`src/rtl/avl_cmd_pipe_if.sv`:
```
// Avalon-MM command/response bundle shared by the upstream bridge side and the
// controller side of avl_cmd_pipe.
interface avl_cmd_pipe_if #(
  parameter int DW = 32,
  parameter int AW = 28,
  parameter int BW = 6
);
  logic [AW-1:0]   address;
  logic [BW-1:0]   burstcount;
  logic [DW/8-1:0] byteenable;
  logic [DW-1:0]   writedata;
  logic            read;
  logic            write;
  logic            waitrequest;
  logic [DW-1:0]   readdata;
  logic            readdatavalid;

  modport master (
    output address, burstcount, byteenable, writedata, read, write,
    input  waitrequest, readdata, readdatavalid
  );

  modport slave (
    input  address, burstcount, byteenable, writedata, read, write,
    output waitrequest, readdata, readdatavalid
  );
endinterface

```
`src/rtl/avl_cmd_pipe.sv`:
```
// Avalon-MM pipeline stage: 2-entry skid-buffered command path, read-beat credit
// gate, in-order response path. AVL_CMD_PIPE_RSP_REG_EN registers the response path.
module avl_cmd_pipe #(
  parameter int DW          = 32,
  parameter int AW          = 28,
  parameter int BW          = 6,
  parameter int MAX_PENDING = 32
) (
  input  logic            wb_clk_i,
  input  logic            wb_rst_n_i,
  avl_cmd_pipe_if.slave   s,
  avl_cmd_pipe_if.master  m,
  output logic            rsp_overflow_o
);
  localparam int BEW = DW / 8;
  localparam int PW  = $clog2(MAX_PENDING + 1);
  localparam int SW  = ((PW > BW) ? PW : BW) + 1;

  typedef struct packed {
    logic [AW-1:0]  address;
    logic [BW-1:0]  burstcount;
    logic [BEW-1:0] byteenable;
    logic [DW-1:0]  writedata;
    logic           read;
    logic           write;
  } cmd_t;

  cmd_t          up_cmd;
  cmd_t          main_reg;
  cmd_t          skid_reg;
  logic          main_valid_reg;
  logic          skid_valid_reg;
  logic [PW-1:0] pending_reg;
  logic [PW-1:0] pending_next;
  logic          accept;
  logic          drain;
  logic          credit_ok;
  logic          rd_issue;
  logic          rd_return;
  logic [SW-1:0] inc_beats;

  always_comb begin
    up_cmd            = '0;
    up_cmd.address    = s.address;
    up_cmd.burstcount = s.burstcount;
    up_cmd.byteenable = s.byteenable;
    up_cmd.writedata  = s.writedata;
    up_cmd.read       = s.read;
    up_cmd.write      = s.write;
  end

  // The skid entry is only ever valid while main is occupied, so waitrequest
  // can come straight from a flop.
  assign s.waitrequest = skid_valid_reg;
  assign accept        = (s.read | s.write) & ~skid_valid_reg;

  assign credit_ok    = (SW'(pending_reg) + SW'(main_reg.burstcount)) <= SW'(MAX_PENDING);
  assign m.address    = main_reg.address;
  assign m.burstcount = main_reg.burstcount;
  assign m.byteenable = main_reg.byteenable;
  assign m.writedata  = main_reg.writedata;
  assign m.write      = main_valid_reg & main_reg.write;
  assign m.read       = main_valid_reg & main_reg.read & credit_ok;
  assign drain        = (m.read | m.write) & ~m.waitrequest;

  always_ff @(posedge wb_clk_i or negedge wb_rst_n_i) begin
    if (!wb_rst_n_i) begin
      main_reg       <= '0;
      skid_reg       <= '0;
      main_valid_reg <= 1'b0;
      skid_valid_reg <= 1'b0;
    end else begin
      if (drain || !main_valid_reg) begin
        if (skid_valid_reg) begin
          main_reg       <= skid_reg;
          main_valid_reg <= 1'b1;
        end else if (accept) begin
          main_reg       <= up_cmd;
          main_valid_reg <= 1'b1;
        end else begin
          main_valid_reg <= 1'b0;
        end
      end
      if (accept && main_valid_reg && !drain) begin
        skid_reg       <= up_cmd;
        skid_valid_reg <= 1'b1;
      end else if (drain) begin
        skid_valid_reg <= 1'b0;
      end
    end
  end

  // Returned beats with nothing outstanding are not counted, only flagged.
  assign rd_issue     = m.read & ~m.waitrequest;
  assign rd_return    = m.readdatavalid & (pending_reg != '0);
  assign inc_beats    = rd_issue ? SW'(main_reg.burstcount) : '0;
  assign pending_next = PW'(SW'(pending_reg) + inc_beats - SW'(rd_return));

  always_ff @(posedge wb_clk_i or negedge wb_rst_n_i) begin
    if (!wb_rst_n_i) begin
      pending_reg    <= '0;
      rsp_overflow_o <= 1'b0;
    end else begin
      pending_reg <= pending_next;
      if (m.readdatavalid && (pending_reg == '0)) begin
        rsp_overflow_o <= 1'b1;
      end
    end
  end

`ifdef AVL_CMD_PIPE_RSP_REG_EN
  logic          rsp_valid_reg;
  logic [DW-1:0] rsp_data_reg;

  always_ff @(posedge wb_clk_i or negedge wb_rst_n_i) begin
    if (!wb_rst_n_i) begin
      rsp_valid_reg <= 1'b0;
      rsp_data_reg  <= '0;
    end else begin
      rsp_valid_reg <= m.readdatavalid;
      if (m.readdatavalid) begin
        rsp_data_reg <= m.readdata;
      end
    end
  end

  assign s.readdatavalid = rsp_valid_reg;
  assign s.readdata      = rsp_data_reg;
`else
  assign s.readdatavalid = m.readdatavalid;
  assign s.readdata      = m.readdata;
`endif
endmodule
```
`src/flat_wrapper.sv`:
```
// flat-port wrapper written by rule: the top's interface ports become plain ports
module avl_cmd_pipe_flat 
#(
  parameter int DW          = 32,
  parameter int AW          = 28,
  parameter int BW          = 6,
  parameter int MAX_PENDING = 32
)
  (wb_clk_i, wb_rst_n_i, rsp_overflow_o, s_address, s_burstcount, s_byteenable, s_writedata, s_read, s_write, s_waitrequest, s_readdata, s_readdatavalid, m_address, m_burstcount, m_byteenable, m_writedata, m_read, m_write, m_waitrequest, m_readdata, m_readdatavalid);
  avl_cmd_pipe_if #(.DW(DW), .AW(AW), .BW(BW)) s_i ();
  avl_cmd_pipe_if #(.DW(DW), .AW(AW), .BW(BW)) m_i ();
  input  logic wb_clk_i;
  input  logic wb_rst_n_i;
  output logic rsp_overflow_o;
  input wire logic [$bits(s_i.address)-1:0] s_address;
  input wire logic [$bits(s_i.burstcount)-1:0] s_burstcount;
  input wire logic [$bits(s_i.byteenable)-1:0] s_byteenable;
  input wire logic [$bits(s_i.writedata)-1:0] s_writedata;
  input wire logic [$bits(s_i.read)-1:0] s_read;
  input wire logic [$bits(s_i.write)-1:0] s_write;
  output wire logic [$bits(s_i.waitrequest)-1:0] s_waitrequest;
  output wire logic [$bits(s_i.readdata)-1:0] s_readdata;
  output wire logic [$bits(s_i.readdatavalid)-1:0] s_readdatavalid;
  output wire logic [$bits(m_i.address)-1:0] m_address;
  output wire logic [$bits(m_i.burstcount)-1:0] m_burstcount;
  output wire logic [$bits(m_i.byteenable)-1:0] m_byteenable;
  output wire logic [$bits(m_i.writedata)-1:0] m_writedata;
  output wire logic [$bits(m_i.read)-1:0] m_read;
  output wire logic [$bits(m_i.write)-1:0] m_write;
  input wire logic [$bits(m_i.waitrequest)-1:0] m_waitrequest;
  input wire logic [$bits(m_i.readdata)-1:0] m_readdata;
  input wire logic [$bits(m_i.readdatavalid)-1:0] m_readdatavalid;
  assign s_i.address = s_address;
  assign s_i.burstcount = s_burstcount;
  assign s_i.byteenable = s_byteenable;
  assign s_i.writedata = s_writedata;
  assign s_i.read = s_read;
  assign s_i.write = s_write;
  assign s_waitrequest = s_i.waitrequest;
  assign s_readdata = s_i.readdata;
  assign s_readdatavalid = s_i.readdatavalid;
  assign m_address = m_i.address;
  assign m_burstcount = m_i.burstcount;
  assign m_byteenable = m_i.byteenable;
  assign m_writedata = m_i.writedata;
  assign m_read = m_i.read;
  assign m_write = m_i.write;
  assign m_i.waitrequest = m_waitrequest;
  assign m_i.readdata = m_readdata;
  assign m_i.readdatavalid = m_readdatavalid;
  avl_cmd_pipe #(.DW(DW), .AW(AW), .BW(BW), .MAX_PENDING(MAX_PENDING)) u_core (.wb_clk_i(wb_clk_i), .wb_rst_n_i(wb_rst_n_i), .s(s_i), .m(m_i), .rsp_overflow_o(rsp_overflow_o));
endmodule
```
`config.mk`:
```
export PLATFORM = sky130hd
export DESIGN_NAME = avl_cmd_pipe_flat
export DESIGN_NICKNAME = d
export VERILOG_FILES = /design/src/rtl/avl_cmd_pipe_if.sv /design/src/rtl/avl_cmd_pipe.sv /design/src/flat_wrapper.sv
export SDC_FILE = /design/constraint.sdc
export NUM_CORES = 1
export LEC_CHECK = 0
export CAP_MARGIN = 20
export CORE_MARGIN = 2
export CORE_UTILIZATION = 35
export CTS_BUF_LIST = sky130_fd_sc_hd__clkbuf_16
export CTS_CLUSTER_SIZE = 16
export DETAILED_ROUTE_END_ITERATION = 10
export GPL_TIMING_DRIVEN = 0
export PLACE_DENSITY = 0.61
export SLEW_MARGIN = 20
export SYNTH_ARGS = -nofsm -noshare
export SYNTH_HDL_FRONTEND = slang
export SYNTH_SLANG_ARGS = --single-unit
```
`constraint.sdc`:
```
create_clock -name wb_clk_i -period 11.1 [get_ports wb_clk_i]
set_input_delay 2.775 -clock wb_clk_i [delete_from_list [all_inputs] [get_ports wb_clk_i]]
set_output_delay 2.775 -clock wb_clk_i [all_outputs]
set_load 0.1 [all_outputs]
```
# [Yosys cells after proc, flatten, opt, wreduce, memory -nomap -nowiden]
# Cells that the tools add are included.
[totals] out_inout_bits=107 word_cells=49 regBits=153
[op_classes] order_cmp=1 bitwise=11 n_reduce_logical=11 muxes=7 n_addsub=3
[ops] op="72-bit two-way mux" count=2
[ops] op="6-bit by 6-bit adder with 7-bit output" count=1
[ops] op="1-bit bitwise AND" count=7
[ops] op="7-bit by 6-bit <= comparator with 1-bit output, second input constant" count=1
[ops] op="6-bit adder" count=1
[ops] op="6-bit logical NOT" count=1
[ops] op="6-bit two-way mux" count=1
[ops] op="6-bit nonzero test" count=1
[ops] op="6-bit by 1-bit subtractor with 6-bit output" count=1
[ops] op="1-bit two-way mux" count=4
[ops] op="2-bit nonzero test" count=2
[ops] op="1-bit logical AND" count=3
[ops] op="1-bit logical NOT" count=2
[ops] op="1-bit NOT" count=2
[ops] op="1-bit bitwise OR" count=2
[ops] op="2-bit AND reduction" count=1
[ops] op="1-bit logical OR" count=1

# [Longest topological paths before layout]
# Gate-level depths: netlist of run 1.
[depth] ltp_word=8 depth_mapped=18 mapped_depth_nobuf=16

# [Worst setup path before layout of run 1]
# OpenSTA, ideal clock, no wires.
[synth_path] kind="input-to-output" from="input port m_readdata[0]" to="output port s_readdata[0]" t_arrival_ps=3038 setup_slack_ps=5287 required_time_ps=8325 stages=1 path_cell_list="buf_4"
[synth_rtl] element="start, declared" line_no="flat_wrapper.sv:31" source="input wire logic [$bits(m_i.readdata)-1:0] m_readdata;"
[synth_rtl] element="end, declared" line_no="flat_wrapper.sv:22" source="output wire logic [$bits(s_i.readdata)-1:0] s_readdata;"
# No word-level cell between the ends.

# [Worst setup path in the final report of run 1]
[layout_path] from="input port m_readdatavalid" to="output port s_readdatavalid"
[layout_rtl] element="start, declared" line_no="flat_wrapper.sv:32" source="input wire logic [$bits(m_i.readdatavalid)-1:0] m_readdatavalid;"
[layout_rtl] element="end, declared" line_no="flat_wrapper.sv:23" source="output wire logic [$bits(s_i.readdatavalid)-1:0] s_readdatavalid;"
# No word-level cell between the ends.

==> results of run 1 <==
## layout by cell type, fill, tap and decap left out, drive strengths merged, types with 2 or more instances in the layout
master and n:
fa 2, nor2 16, nor3 3, o221ai 65
a21boi 2, dlygate4sd1 14, buf 142, o21ai 6
clkinvlp 3, dfrtp 153, inv 154, nor3b 7
a211oi 2, o211ai 65, and3 2, xnor2 4
o2bb2ai 7, ha 16, nand2 154, and3b 2
clkinv 6, a21oi 17, clkbuf 34, nand3 2
xor2 3, o22ai 74, clkdlybuf4s50 180
## cell families after synthesis
kind of cell	synth area share (%)
flip-flops	42.1
AND/OR/NAND/NOR	8.72
buffers and inverters	20.6
adder cells (fa/ha/maj)	2.64
XOR/XNOR	0.675
AO/OA/AOI/OAI	25.1
multiplexers	0.110
## power groups by stage
| stage | combinational (mW) | sequential [mW] | clock, mW |
|---|---|---|---|
| after floorplan | 1.97 | 0.929 | 0 |
| after global placement | 2.47 | 0.946 | 0 |
| after detailed placement | 2.50 | 0.951 | 0 |
| after CTS | 2.50 | 0.944 | 0.558 |
| after global routing | 2.65 | 0.972 | 0.582 |
| final | 2.49 | 0.943 | 0.547 |
## path summary, 6_finish.rpt
check	cells past startpoint	from	end	slack (ps)
setup / recovery	3	m_readdatavalid	s_readdatavalid	3790
hold reg to reg	1	u_core.rsp_overflow_o$_DFFE_PN0P_	u_core.rsp_overflow_o$_DFFE_PN0P_	490
max in group asynchronous	2	wb_rst_n_i	u_core.pending_reg[0]$_DFF_PN0_	7970
hold / removal	1	u_core.rsp_overflow_o$_DFFE_PN0P_	u_core.rsp_overflow_o$_DFFE_PN0P_	490
min in group asynchronous	1	wb_rst_n_i	u_core.m.writedata[14]$_DFFE_PN0P_	2330
setup reg to reg	18	u_core.m.burstcount[0]$_DFFE_PN0P_	u_core.pending_reg[5]$_DFF_PN0_	6820
## through the flow
step           area [um2]  cells  setup WS (ps)
6_report            11900   1479           3790
4_1_cts             11900   1479           3790
5_1_grt             11900   1479           3750
3_5_place_dp        11300   1447           3800
3_3_place_gp        11300   1446            556
2_1_floorplan        9080    935           5290
## area by class of cell
cell class	count	share of cell area, %
Clock inverter	15	0.948
Timing Repair Buffer	182	15.5
Multi-Input combinational cell	462	28.4
Clock buffer	17	3.58
Inverter	149	4.71
Buffer	171	11.1
Tap cell	330	3.48
Sequential cell	153	32.2
## metal layers
metal / share of wire [%] / wire length [um] / vias to the layer above
met5: 0 / 0 / -
met4: 1.5 / 370 / 0
met3: 5.1 / 1270 / 25
met2: 48 / 12000 / 201
met1: 45 / 11300 / 3552
li1: - / - / 3503
==> results.toml, run 1 <==
[critical_path]
timing.critical_path.buf_inv = 3
crit_family = "buffers and inverters"
cp_data_required_time_ps = 8330
timing.critical_path.slowest_cell_delay_ps = 1120
cp-start-kind = "primary input"
maximum_net_fanout_on_the_critical_path = 3
cp_cell_sequence = "clkdlybuf4s50_1 -> buf_4 -> clkdlybuf4s50_1"
critical_path_arrival_ps = 4540
path_common_cell = "clkdlybuf4s50_1"
setup.worst_path.end_class = "output port"
standard_cell_with_the_maximum_stage_delay_on_the_critical_path = "clkdlybuf4s50_1"
critical_path_class = "in2out"

[placement]
gp_congestion = 0.782
portBuffers = 181
hpwl_after_detailed_placement_um = 17700

[floorplan]
row_count = 58
die_h_um = 165
start_util_pct = 35.9
floorplan.io_pins = 215
horizontal_die_dimension_um = 165
floorplan.die_area_um2 = 27300
coreArea_um2 = 25300

[power]
sequential_share_of_power_pct = 23.7
share_clk_of_total_power_pct = 13.7
power.internal_mw = 1.96
power_frac_comb_pct = 62.5
vdd.ir_drop.worst_mv = 0.261
pwr_density_cell_nw_per_um2 = 335
leakagePower_nw = 5.44
design_power_total_mw = 3.98
switchingPower_mw = 2.02
swShare_pct = 50.8

[yosys]
synth_top_area_share_pct = 42.1
synth.largest_area_cell = "dfrtp_1"
netlist_top_cells_area = "dfrtp_1 42%, o22ai_2 9.6%, buf_4 8.8%"
synthesis.area_um2 = 9080
synthFlopType = "dfrtp_1"
yosys.cell_count.top_type = "nand2_1"
netlist-cell-type-count = 47
ys_warn_count = 0
synth.ff_latch_count = 153
synthesis.instances = 935
netlist_top_cells_count = "154 x nand2_1, 153 x dfrtp_1, 149 x inv_1"
syn_area_per_cell_um2 = 9.72
asyncSetResetFlopFracSynth_pct = 100
syn-num-nets = 1061
synth_enable_flop_cells = 0
synth_sequential_area_ratio_pct = 42.1

[global_routing]
grt_pass1_vias = 7333
initial_antenna_violation_count = 0
busiest_metal_layer_after_global_routing = "met2"
grt-ovfl-total = 0
first_pass_grt_wire_length_um = 39300
met3_usage_pct = 3.47
globalRouteMet1Util_pct = 25.4
global_routing_usage_summed_across_all_routing_layers_pct = 18.6
gr-usage-met2_pct = 30.4
grt_start_max_net_pins = 80

[sta]
fin_setup_tns_ps = 0
worst_slew_margin_rel_pct = 30.2
hold_slack_ps = 492
final_clock_skew_ps = 4.08
setup_repair_after_global_routing_missed_its_margin = "false"
timing_worst_slew_pin_value_ps = 1040
finalCriticalPeriod_ps = 7310
clock.fmax_mhz = 137
timing.final.crit_share_pct = 65.9
maxSlewViolCount = 0
finalSetupViolCount = 0
final_hold_violating_endpoints = 0

[final_layout]
fraction_of_layout_instances_using_a_drive_strength_above_1_pct = 21.9
utilization_pct = 46.9
filler_cells = 2385
area.sequential_um2 = 3830
n_antenna_cell = 0
largest_register_ffs = 72
nets = 1262
multi_input_area_um2 = 3380
layout-area-overhead-vs-synth_pct = 30.8

[cts]
clock_insertion_delay_worst_skew_ps = 420
path_clk_slew_ps = 60
cts_made_buffers = 17
clock_tree.htree_level_count = 4
post_cts_buffers = 0
clock_sink_count = 153
ctsResizeCount = 0
cts_hold_buf = 0
ctsLongestPathBuffers = 2
cts_root_buffer = "clkbuf_16"
cts_tree = "done"

[job]
drv.max_cap_violation_count = 0

[routing]
routed-via-count = 7281
dr.pass1.iters = 4
post-route-drc-count = 0
drtIter0Drc = 380
drt-wirelength-per-cell_um = 16.8
via_per_inst = 4.92
wirelength_routed_um = 24900
ant_nets = 0

[run_status]
outcome = "finished clean"

[min_path]
worst_hold_path_type = "reg2reg"
Power figures use the tool's default switching activity.
==> run 2: changes to the inputs <==
--- a/config.mk
+++ b/config.mk
@@ -12,7 +12,7 @@
 export CTS_CLUSTER_SIZE = 16
 export DETAILED_ROUTE_END_ITERATION = 10
 export GPL_TIMING_DRIVEN = 0
-export PLACE_DENSITY = 0.61
+export PLACE_DENSITY = 0.63
 export SLEW_MARGIN = 20
 export SYNTH_ARGS = -nofsm -noshare
 export SYNTH_HDL_FRONTEND = slang
==> constraint.sdc (replaced) <==
create_clock -name wb_clk_i -period 6.72 [get_ports wb_clk_i]
set_input_delay 1.68 -clock wb_clk_i [delete_from_list [all_inputs] [get_ports wb_clk_i]]
set_output_delay 1.68 -clock wb_clk_i [all_outputs]
set_load 0.1 [all_outputs]
==> run 2 against run 1 <==
Net effect: first-iteration DRC count up 30%; total power up 67%; core utilization up 0.24 points; clock power up 81%; critical path depth up 5; worst hold slack worse by 10 ps; flip-flop and latch count unchanged; via count about the same; final cell count unchanged; sequential share of layout area down 0.16 points; sequential power up 64%; die area unchanged.
==> results.toml, run 2 (synthesis gave the netlist of run 1 again) <==
[sta]
worst_slew_margin_rel_pct = 27.9
finalSetupViolCount = 0
timing.final.crit_share_pct = 78.2
fin_setup_tns_ps = 0
finalCriticalPeriod_ps = 5260
timing_worst_slew_pin_value_ps = 1080
hold_slack_ps = 482
setup_repair_after_global_routing_missed_its_margin = "false"
clock.fmax_mhz = 190
maxSlewViolCount = 0
final_hold_violating_endpoints = 0
fin_ws_ps = 1460
final_clock_skew_ps = 10.6

[global_routing]
grt-ovfl-total = 0
grt_start_max_net_pins = 94
initial_antenna_violation_count = 2
global_routing_usage_summed_across_all_routing_layers_pct = 18.3
first_pass_grt_wire_length_um = 38600
grt_pass1_vias = 7105

[placement]
placement.setup.worst_slack_ps = 1610
dpl.cell_count = 1447
hpwl_after_detailed_placement_um = 17700
gp_congestion = 0.815
portBuffers = 181
detailed_place.area_um2 = 11300

[run_status]
outcome = "finished clean"

[critical_path]
maximum_net_fanout_on_the_critical_path = 4
reg2reg_to = "u_core.pending_reg[5]$_DFF_PN0_"
crit-reg2reg-launch = "u_core.m.burstcount[0]$_DFFE_PN0P_"
critical_path_class = "reg2out"
r2r.worst_path.cells = 18
reg2reg_setup_slack_ps = 2380
setup.worst_path.end_class = "output port"
setup.worst_path.start = "u_core.m.burstcount[0]$_DFFE_PN0P_"
cp-start-kind = "flip-flop"
critical_path_arrival_ps = 3580
cp_data_required_time_ps = 5040

[power]
design_power_total_mw = 6.66
leakagePower_nw = 5.45
vdd.ir_drop.worst_mv = 0.413
pwr_density_cell_nw_per_um2 = 558

[cts]
ctsLongestPathBuffers = 2
ctsResizeCount = 0
path_clk_slew_ps = 70
cts_made_buffers = 17
clock_sink_count = 153
cts_hold_buf = 0
cts_tree = "done"
post_cts_buffers = 0
clock_insertion_delay_worst_skew_ps = 430
cts_root_buffer = "clkbuf_16"
clock_tree.htree_level_count = 4

[floorplan]
coreArea_um2 = 25300
floorplan.io_pins = 215
horizontal_die_dimension_um = 165
start_util_pct = 35.9
floorplan.die_area_um2 = 27300
die_h_um = 165
row_count = 58

[min_path]
worst_hold_path_type = "reg2reg"
worstHoldEndpoint = "u_core.rsp_overflow_o$_DFFE_PN0P_"
hold_path_startpoint = "u_core.rsp_overflow_o$_DFFE_PN0P_"
whs_path_depth = 1

[routing]
drtIter0Drc = 493
routed-via-count = 7274
dr_wl_met2_um = 11900
drt-wirelength-per-cell_um = 16.7
ant_nets = 0
via_per_inst = 4.92
met3_wirelength_from_detailed_routing_um = 1300
post-route-drc-count = 0
route.top_layer_used = "met5"
met1_length_um = 11200
wirelength_routed_um = 24700
dr.pass1.iters = 5

[final_layout]
utilization_pct = 47.1
layout-area-overhead-vs-synth_pct = 31.4
largest_register_ffs = 72
n_antenna_cell = 0
layout_commonest_cell = "clkdlybuf4s50_1"
non_filler_instance_count_after_layout = 1479
fraction_of_layout_instances_using_a_drive_strength_above_1_pct = 22.1
most-common-layout-cells = "180 x clkdlybuf4s50_1, 154 x nand2_1, 153 x dfrtp_1"
nets = 1262
final_cell_area_um2 = 11900

[job]
drv.max_cap_violation_count = 0
==> run 2: cell types whose count changed in the layout (fill, tap and decap cells not counted) <==
cell	change
bufinv_16	+2
inv_6	+3
clkinv_4	-1
clkinv_2	-2
inv_1	-3
clkinv_1	+1
==> run 2: worst max path at each step <==
stage / to / slack [ps]
2_1_floorplan: u_core.pending_reg[5]$_DFF_PN0_ / 2450
3_3_place_gp: u_core.rsp_overflow_o$_DFFE_PN0P_ / -2710
3_5_place_dp: s_readdatavalid / 1610
4_1_cts: m_read / 1420
5_1_grt: m_read / 1330
6_report: m_read / 1460
==> run 2: layer usage <==
| metal | track usage (%) | vias up |
|---|---|---|
| met5 | 0 | - |
| met4 | 4.19 | 4 |
| met3 | 4.15 | 21 |
| met2 | 29.8 | 192 |
| met1 | 24.8 | 3556 |
| li1 | - | 3501 |
==> run 2: cell type report <==
| type | count | area [um2] |
|---|---|---|
| buffer | 171 | 1320 |
| clock buffer | 17 | 425 |
| clock inverter | 15 | 173 |
| fill | 2379 | 13400 |
| inverter | 149 | 559 |
| multi-input combinational | 462 | 3380 |
| sequential | 153 | 3830 |
| tap | 330 | 413 |
| timing repair buffer | 182 | 1840 |
==> run 2: critical path: stages, from the launching register on <==
cell and delay, ps:
dfrtp_1 460, ha_1 260, fa_1 410, xor2_1 160
nor3_1 210, o221a_2 290, o21ai_4 100, inv_1 110
clkdlybuf4s50_1 1140
==> run 2: report_power, final <==
part | switching, mW | total [mW] | internal, mW
registers | 0.229 | 1.55 | 1.32
clock network | 0.406 | 0.992 | 0.586
logic | 2.71 | 4.12 | 1.41
==> run 3: changes to the inputs <==
--- a/config.mk
+++ b/config.mk
@@ -12,7 +12,7 @@
 export CTS_CLUSTER_SIZE = 16
 export DETAILED_ROUTE_END_ITERATION = 10
 export GPL_TIMING_DRIVEN = 0
-export PLACE_DENSITY = 0.63
+export PLACE_DENSITY = 0.61
 export SLEW_MARGIN = 20
 export SYNTH_ARGS = -nofsm -noshare
 export SYNTH_HDL_FRONTEND = slang
==> constraint.sdc (replaced) <==
create_clock -name wb_clk_i -period 5.3 [get_ports wb_clk_i]
set_input_delay 1.325 -clock wb_clk_i [delete_from_list [all_inputs] [get_ports wb_clk_i]]
set_output_delay 1.325 -clock wb_clk_i [all_outputs]
set_load 0.1 [all_outputs]
==> results of run 3 <==
Same layout as run 1 (identical final DEF). Status: finished clean.
Main changes from that run: setup slack after placement 3800 ps -> 896 ps; setup slack after layout 3790 ps -> 491 ps; start point of the critical path m_readdatavalid -> u_core.m.burstcount[0]$_DFFE_PN0P_; end point of the critical path s_readdatavalid -> m_read; register-to-register setup slack 6820 ps -> 1020 ps; total power 3.98 mW -> 8.33 mW; worst IR drop on VDD 0.261 mV -> 0.547 mV
